## config.mk

```make
export PLATFORM = sky130hd
export DESIGN_NAME = string_send
export DESIGN_NICKNAME = d
export VERILOG_FILES = /design/src/rtl/uart_pkg.sv /design/src/rtl/string_send.sv
export SDC_FILE = /design/constraint.sdc
export NUM_CORES = 1
export LEC_CHECK = 0
export ABC_AREA = 0
export CAP_MARGIN = 10
export CORE_ASPECT_RATIO = 0.9
export CORE_MARGIN = 2
export CORE_UTILIZATION = 45
export CTS_CLUSTER_DIAMETER = 60
export CTS_CLUSTER_SIZE = 25
export DETAILED_ROUTE_END_ITERATION = 12
export PLACE_DENSITY_LB_ADDON = 0.08
export SYNTH_ARGS = -nofsm -noshare
export SYNTH_HDL_FRONTEND = slang
export SYNTH_SLANG_ARGS = --single-unit
```

## constraint.sdc

```tcl
create_clock -name clk -period 1.8 [get_ports clk]
set_input_delay 0.18 -clock clk [delete_from_list [all_inputs] [get_ports clk]]
set_output_delay 0.18 -clock clk [all_outputs]
set_load 0.005 [all_outputs]
```

## src/rtl/uart_pkg.sv

```systemverilog
// Shared UART definitions: byte width, default framing character and the
// state encoding of the string transmitter FSM.
package uart_pkg;

    localparam int byte_w = 8;
    localparam logic [byte_w-1:0] default_start = 8'h2E;  // "."

    localparam logic [2:0] st_idle    = 3'd0;
    localparam logic [2:0] st_issue   = 3'd1;
    localparam logic [2:0] st_wait_hi = 3'd2;
    localparam logic [2:0] st_wait_lo = 3'd3;
    localparam logic [2:0] st_done    = 3'd4;

    typedef enum logic [2:0] {
        IDLE    = st_idle,
        ISSUE   = st_issue,
        WAIT_HI = st_wait_hi,
        WAIT_LO = st_wait_lo,
        DONE    = st_done
    } state_t;

endpackage

```

## src/rtl/string_send.sv

```systemverilog
// UART string transmitter: on a send pulse, latches a packed byte buffer and
// emits start_signal followed by the payload (byte 0 first) to uart_tx.
//
// Handshake: tx_en is a one-cycle pulse issued only while tx_busy is low; the
// byte is considered accepted once tx_busy rises, and complete once it falls.
module string_send
    import uart_pkg::*;
#(
    parameter int                 byte_num     = 8,
    parameter logic [byte_w-1:0]  start_signal = default_start,
    parameter int                 len_width    = $clog2(byte_num + 1)
) (
    input  logic                     clk,
    input  logic                     rst,
    input  logic [byte_num*8-1:0]    str_buf,
    input  logic [len_width-1:0]     str_len,
    input  logic                     send,
    output logic [byte_w-1:0]        tx_data,
    output logic                     tx_en,
    input  logic                     tx_busy,
    output logic                     busy,
    output logic                     done,
    output logic [2:0]               state
);

    localparam logic [len_width-1:0] max_len = len_width'(byte_num);
    localparam logic [len_width-1:0] one_len = len_width'(1);

    state_t                  cur, nxt;
    logic [byte_num*8-1:0]   sbuf, sbuf_n;
    logic [len_width-1:0]    len, len_n;
    logic [len_width-1:0]    idx, idx_n;
    logic                    hdr, hdr_n;
    logic [byte_w-1:0]       tx_data_n;
    logic                    tx_en_n, busy_n, done_n;

    assign state = cur;

    always_ff @(posedge clk) begin
        if (rst) begin
            cur     <= IDLE;
            sbuf    <= '0;
            len     <= '0;
            idx     <= '0;
            hdr     <= 1'b0;
            tx_data <= '0;
            tx_en   <= 1'b0;
            busy    <= 1'b0;
            done    <= 1'b0;
        end else begin
            cur     <= nxt;
            sbuf    <= sbuf_n;
            len     <= len_n;
            idx     <= idx_n;
            hdr     <= hdr_n;
            tx_data <= tx_data_n;
            tx_en   <= tx_en_n;
            busy    <= busy_n;
            done    <= done_n;
        end
    end

    always_comb begin
        nxt       = cur;
        sbuf_n    = sbuf;
        len_n     = len;
        idx_n     = idx;
        hdr_n     = hdr;
        tx_data_n = tx_data;
        tx_en_n   = 1'b0;
        busy_n    = busy;
        done_n    = 1'b0;

        case (cur)
            IDLE: begin
                if (send) begin
                    sbuf_n = str_buf;
                    len_n  = (str_len > max_len) ? max_len : str_len;
                    idx_n  = '0;
                    hdr_n  = 1'b1;
                    busy_n = 1'b1;
                    nxt    = ISSUE;
                end
            end

            ISSUE: begin
                if (!tx_busy) begin
                    tx_data_n = hdr ? start_signal : sbuf[idx*byte_w +: byte_w];
                    tx_en_n   = 1'b1;
                    nxt       = WAIT_HI;
                end
            end

            WAIT_HI: begin
                if (tx_busy) begin
                    nxt = WAIT_LO;
                end
            end

            WAIT_LO: begin
                // idx only advances when another payload byte follows, so it
                // stays within 0..byte_num-1.
                if (!tx_busy) begin
                    if (hdr) begin
                        hdr_n = 1'b0;
                        nxt   = (len == '0) ? DONE : ISSUE;
                    end else if ((idx + one_len) == len) begin
                        nxt = DONE;
                    end else begin
                        idx_n = idx + one_len;
                        nxt   = ISSUE;
                    end
                end
            end

            DONE: begin
                done_n = 1'b1;
                busy_n = 1'b0;
                nxt    = IDLE;
            end

            default: begin
                nxt = IDLE;
            end
        endcase
    end

endmodule

```

---- After elaboration in Yosys (flattened, before gate mapping) ----
Cells that the tools add are included.
storage, ports and cells
  input port bits ......................... 72
  register bits ........................... 87
  logic and storage cells ................. 57
  output and inout bits ................... 14
operators by class
  reductions and logical operators ........ 11
  shift-type cells ........................ 1
  equality and inequality tests ........... 11
  mux-type cells .......................... 21
  bitwise operators ....................... 2
  add/sub/neg operators ................... 1
  $lt $le $gt $ge ......................... 1
operators by type and width
  kind                   number
  $shiftx A64 B8 Y8      1
  $mux W3                7
  $mux W4                5
  $ne A2 B2 Y1 const B   6
  $pmux W3 S4            1
  $mux W8                1
  $pmux W4 S2            1
  $eq A3 B2 Y1 const B   2
  $reduce_and A2 Y1      3
  $reduce_and A5 Y1      1
  $add A4 B1 Y4 const B  1
  $eq A4 B4 Y1           1
  $gt A4 B4 Y1 const B   1
  $logic_not A4 Y1       1
  $mux W1                4
  $pmux W1 S2            2
  $reduce_and A4 Y1      1
  $reduce_bool A2 Y1     2
  $eq A3 B1 Y1 const B   1
  $eq A3 B3 Y1 const B   1
  $logic_not A3 Y1       1
  $reduce_and A3 Y1      1
  $not A1 Y1             2
  $reduce_or A2 Y1       1

---- Depth between registers and ports, before layout ----
Gate-level depths: netlist of run 1.
  word-level depth ........................ 6
  gate-level depth with buffers ........... 8
  depth with buffers taken out ............ 6

---- Worst setup path after synthesis of run 1 ----
No wires, ideal clock.
  path type ............................... register to register
  start ................................... register idx[0]
  end ..................................... register tx_data[2]
  path buffers ............................ 2
  period minus slack after synthesis ...... 1.731 ns
  slack ................................... 0.069 ns
  setup time .............................. 0.118 ns
  data required time ...................... 1.682 ns
  stages on the path, launching flop included .. 8
  arrival ................................. 1.613 ns
  cell sequence ........................... dfxtp_1 -> buf_4 -> buf_2 -> mux4_2 -> mux2i_1 -> nor2_1 -> nor3_1 -> nor2_1
on the way
  word-level cells in the longest chain between the ends .. 2
ends and longest elaborated chain
  what                    line               source
  start, declared         string_send.sv:32  logic [len_width-1:0] idx, idx_n;
  start signal, assigned  string_send.sv:54  idx <= idx_n;
  $shiftx A64 B8 Y8       string_send.sv:88  tx_data_n = hdr ? start_signal : sbuf[idx*byte_w +: byte_w];
  $mux W8                 string_send.sv:88
  end signal, assigned    string_send.sv:56  tx_data <= tx_data_n;
  end, declared           string_send.sv:18  output logic [byte_w-1:0] tx_data,
Every way passes these cells.
A chain may end at the register's enable or synchronous reset.

---- Final worst setup path of run 1 ----
  start ................................... register idx[0]
  end ..................................... register tx_data[7]
The elaborated chain is that of the path after synthesis.

==> metrics.md, run 1 <==
| Metric | Value |
|---|---|
| I/O pins | `86` |
| Starting Density | `46.1%` |
| Number of distinct library cells after synthesis | `39` |
| Synth Area in Simple Gates | `20.5%` |
| Most common cell in the netlist | `nand2_1` |
| Synth Area in Compound Gates | `13.0%` |
| PD cells | `863 nW/µm²` |
| Final critical-path required period | `1720 ps` |
| RSZ-0062 raised after global routing | `false` |
| Post-synth top cells | `nand2_1 (135), dfxtp_1 (87), a21oi_1 (72), clkbuf_1 (18), nor2_1 (18)` |
| Cell area after layout | `4890 µm²` |
| Lkg Pwr | `1.82 nW` |
| Cells on worst reg2reg path | `5` |
| Synthesized area per cell | `8.68 µm²` |
| WP data arrival | `1960 ps` |
| Mux share of post-synthesis cell area | `12.4%` |
| Worst hold slack | `93.3 ps` |
| Main combinational cell family by area after synthesis | `simple AND/OR/NAND/NOR gates` |
| Adder-Cell Fraction of Synth Area | `0.339%` |
| Vias per cell | `5.15` |
| Synth area leader | `dfxtp_1` |
| Crit path launch | `idx[0]$_SDFFE_PP0P_` |
| Hold WC Path Type | `input port to register` |
| Reg clk slew, reported paths | `90 ps` |
| CP Data Required Time | `2040 ps` |
| Fin. max-slew vios | `0` |
| DR iter-0 viols | `110` |
| Mapped Nets | `498` |
| Clock Latency Late Sink | `360 ps` |
| ANT cells | `0` |
| Post-synth EDFFs | `0` |
| Routed vias | `3125` |
| Hold EP | `busy$_SDFFE_PP0P_` |
| Final GP Congestion | `0.822` |
| Max-cap violations | `0` |
| Clock Path Buffers | `2` |
| First-pass GRT wire length | `13.8 mm` |
| Status | `complete, no violations` |
| Worst hold stages | `2` |
| Crit. End Element | `register` |
| Worst-margin pin slew | `423 ps` |
| HPWL Detailed | `5.85 mm` |
| Sequential fraction of the synthesis area | `47.2%` |
| Main area contributors after synthesis | `dfxtp_1 (47%), nand2_1 (14%), a21oi_1 (9.8%), mux4_2 (9.8%), clkbuf_1 (1.8%)` |
| Worst Clk Skew | `11.4 ps` |
| R2R Setup Slk | `80 ps` |
| DRC viols | `0` |
| Final core occ | `61.2%` |
| Setup Viol. Count Final | `0` |
| Core footprint | `7990 µm²` |
| Xor and xnor area share after synthesis | `1.80%` |
| Top_reg_cell synth | `dfxtp_1` |
| DR pass1 iterations | `4` |
| Total gr overflow | `0` |
| Postcts setup bufs | `0` |
| Met1 Track Usage GR | `26.2%` |
| Share of the synthesized area in the top cell type | `47.2%` |
| Initial antenna violation count | `0` |
| Met3 Resource Use GR | `4.98%` |
| Worst vdd ir | `0.000487 V` |
| Post-route ant nets | `0` |
| Largest net degree at the start of global routing | `70` |
| CP startpoint kind | `register` |
| Syn Inst Count | `425` |
| R2r endpoint | `tx_data[7]$_SDFFE_PP0P_` |
| CTS Hold Bufs | `0` |
| Hold_sp | `rst` |
| Num rows | `31` |
| Final #Nets | `576` |
| Area growth, synth to finish | `32.5%` |
| CTS tree | `built` |
| Most Used Layer, Global Route | `met2` |
| Buffers on Ports | `85` |
| Total Wirelength | `8.34 mm` |
| Root buf cell | `clkbuf_8` |
| CTS Sinks | `87` |
| Critical path type | `register to register` |
| Synthesized area | `3690 µm²` |
| Final Hold Viols | `0` |
| H-tree levels | `3` |
| CTS buffer count | `9` |
| Layout cells sized above 1 | `13.2%` |
| Yosys reg bits | `87` |
| Total number of yosys warnings | `0` |
| Die Area | `8930 µm²` |
| Reg2reg start | `idx[0]$_SDFFE_PP0P_` |
| F_max | `0.582 GHz` |
| Vias in the first global route | `2898` |
| Die Y-Extent | `89.9 µm` |
| Final Cycle Share | `95.4%` |
| Max-slew headroom | `71.8%` |
| Routed wire per std cell | `13.7 µm` |
| Post-synth ARST share | `0%` |
| Met2 Track Usage GR | `30.3%` |
| Total global-route track usage | `19.3%` |
| Crit path max fanout | `6` |
| Die width | `99.4 µm` |
| Placed cell area | `4660 µm²` |
## power breakdown
group          internal, mW  total, mW  switching (mW)
logic                 0.363      0.685           0.322
registers              2.06       2.15          0.0882
clock network         0.655       1.38           0.727
## flip-flops by register name, indices dropped and copies added, names as in the netlist
name	count
sbuf	64
tx_data	8
idx	4
len	4
state	3
busy	1
done	1
hdr	1
tx_en	1
## area by class of cell
cell class,count,area (µm²)
clock inverters,7,80.1
repair buffers,102,1010
flip-flops and latches,87,1750
well taps,99,124
multi-input cells,301,1800
clock buffers,9,124
inverters,2,7.51
fillers,716,3100
## placed cells by master, fill, tap and decap left out, drive strengths merged, types with 3 or more instances in the layout
cell type,netlist,final
mux2i,4,4
clkdlybuf4s50,0,84
nand2,135,135
mux4,16,16
nand3b,4,4
buf,17,18
mux2,5,5
inv,2,4
clkbuf,18,9
nor3,9,9
a22oi,4,4
nor4,3,3
dfxtp,87,87
a21oi,72,72
nor2,18,18
o21ai,6,6
xor2,3,3
## stage by stage
step / setup WS (ps) / std cells / power (mW) / TNS (ps)
floorplan: 69.1 / 425 / 2.57 / 0
global placement: 10.7 / 591 / 2.87 / 0
detailed placement: -81.0 / 591 / 2.88 / -109
CTS: 12.4 / 607 / 4.26 / 0
global route: 2.08 / 607 / 4.42 / 0
finish: 82.4 / 607 / 4.22 / 0
## per-layer routing
| metal | vias up | wire length [µm] | part of all wire, % |
|---|---|---|---|
| met4 | 0 | 114 | 1.4 |
| met2 | 62 | 3820 | 46 |
| met5 | - | 0 | 0 |
| met1 | 1452 | 4030 | 48 |
| met3 | 9 | 375 | 4.5 |
| li1 | 1602 | - | - |
## repair_timing
action,4_1_cts,5_1_grt
hold endpoints to repair,0,0
setup endpoints to repair,3,5
resized for setup,2,6
cloned,0,0
pin swaps,0,2
## critical path: stages (launching register included)
cell     delay, ps
dfxtp_2        390
buf_4          190
mux4_2         520
mux2_2         290
a22oi_1        150
nor2_1          50
## cells by family after synthesis
| family | Yosys count |
|---|---|
| mux | 25 |
| xor+xnor | 6 |
| buf+inv | 37 |
| flops | 87 |
| simple gates | 180 |
| fa+ha+maj | 1 |
| compound gates | 89 |
## how the worst max path moves through the flow
stage	to	slack [ps]
3_5_place_dp	idx[2]$_SDFFE_PP0P_	-80
3_3_place_gp	idx[2]$_SDFFE_PP0P_	10
6_report	tx_data[7]$_SDFFE_PP0P_	80
4_1_cts	idx[2]$_SDFFE_PP0P_	10
2_1_floorplan	tx_data[2]$_SDFFE_PP0P_	70
5_1_grt	tx_data[4]$_SDFFE_PP0P_	2
Note: power is estimated with default switching activity, not from simulation.
==> inputs of run 2 (changes only) <==
Settings changed: GPL_ROUTABILITY_DRIVEN from default to 0.
==> results of run 2 <==
Final layout, timing and power as in run 1 (identical DEF).
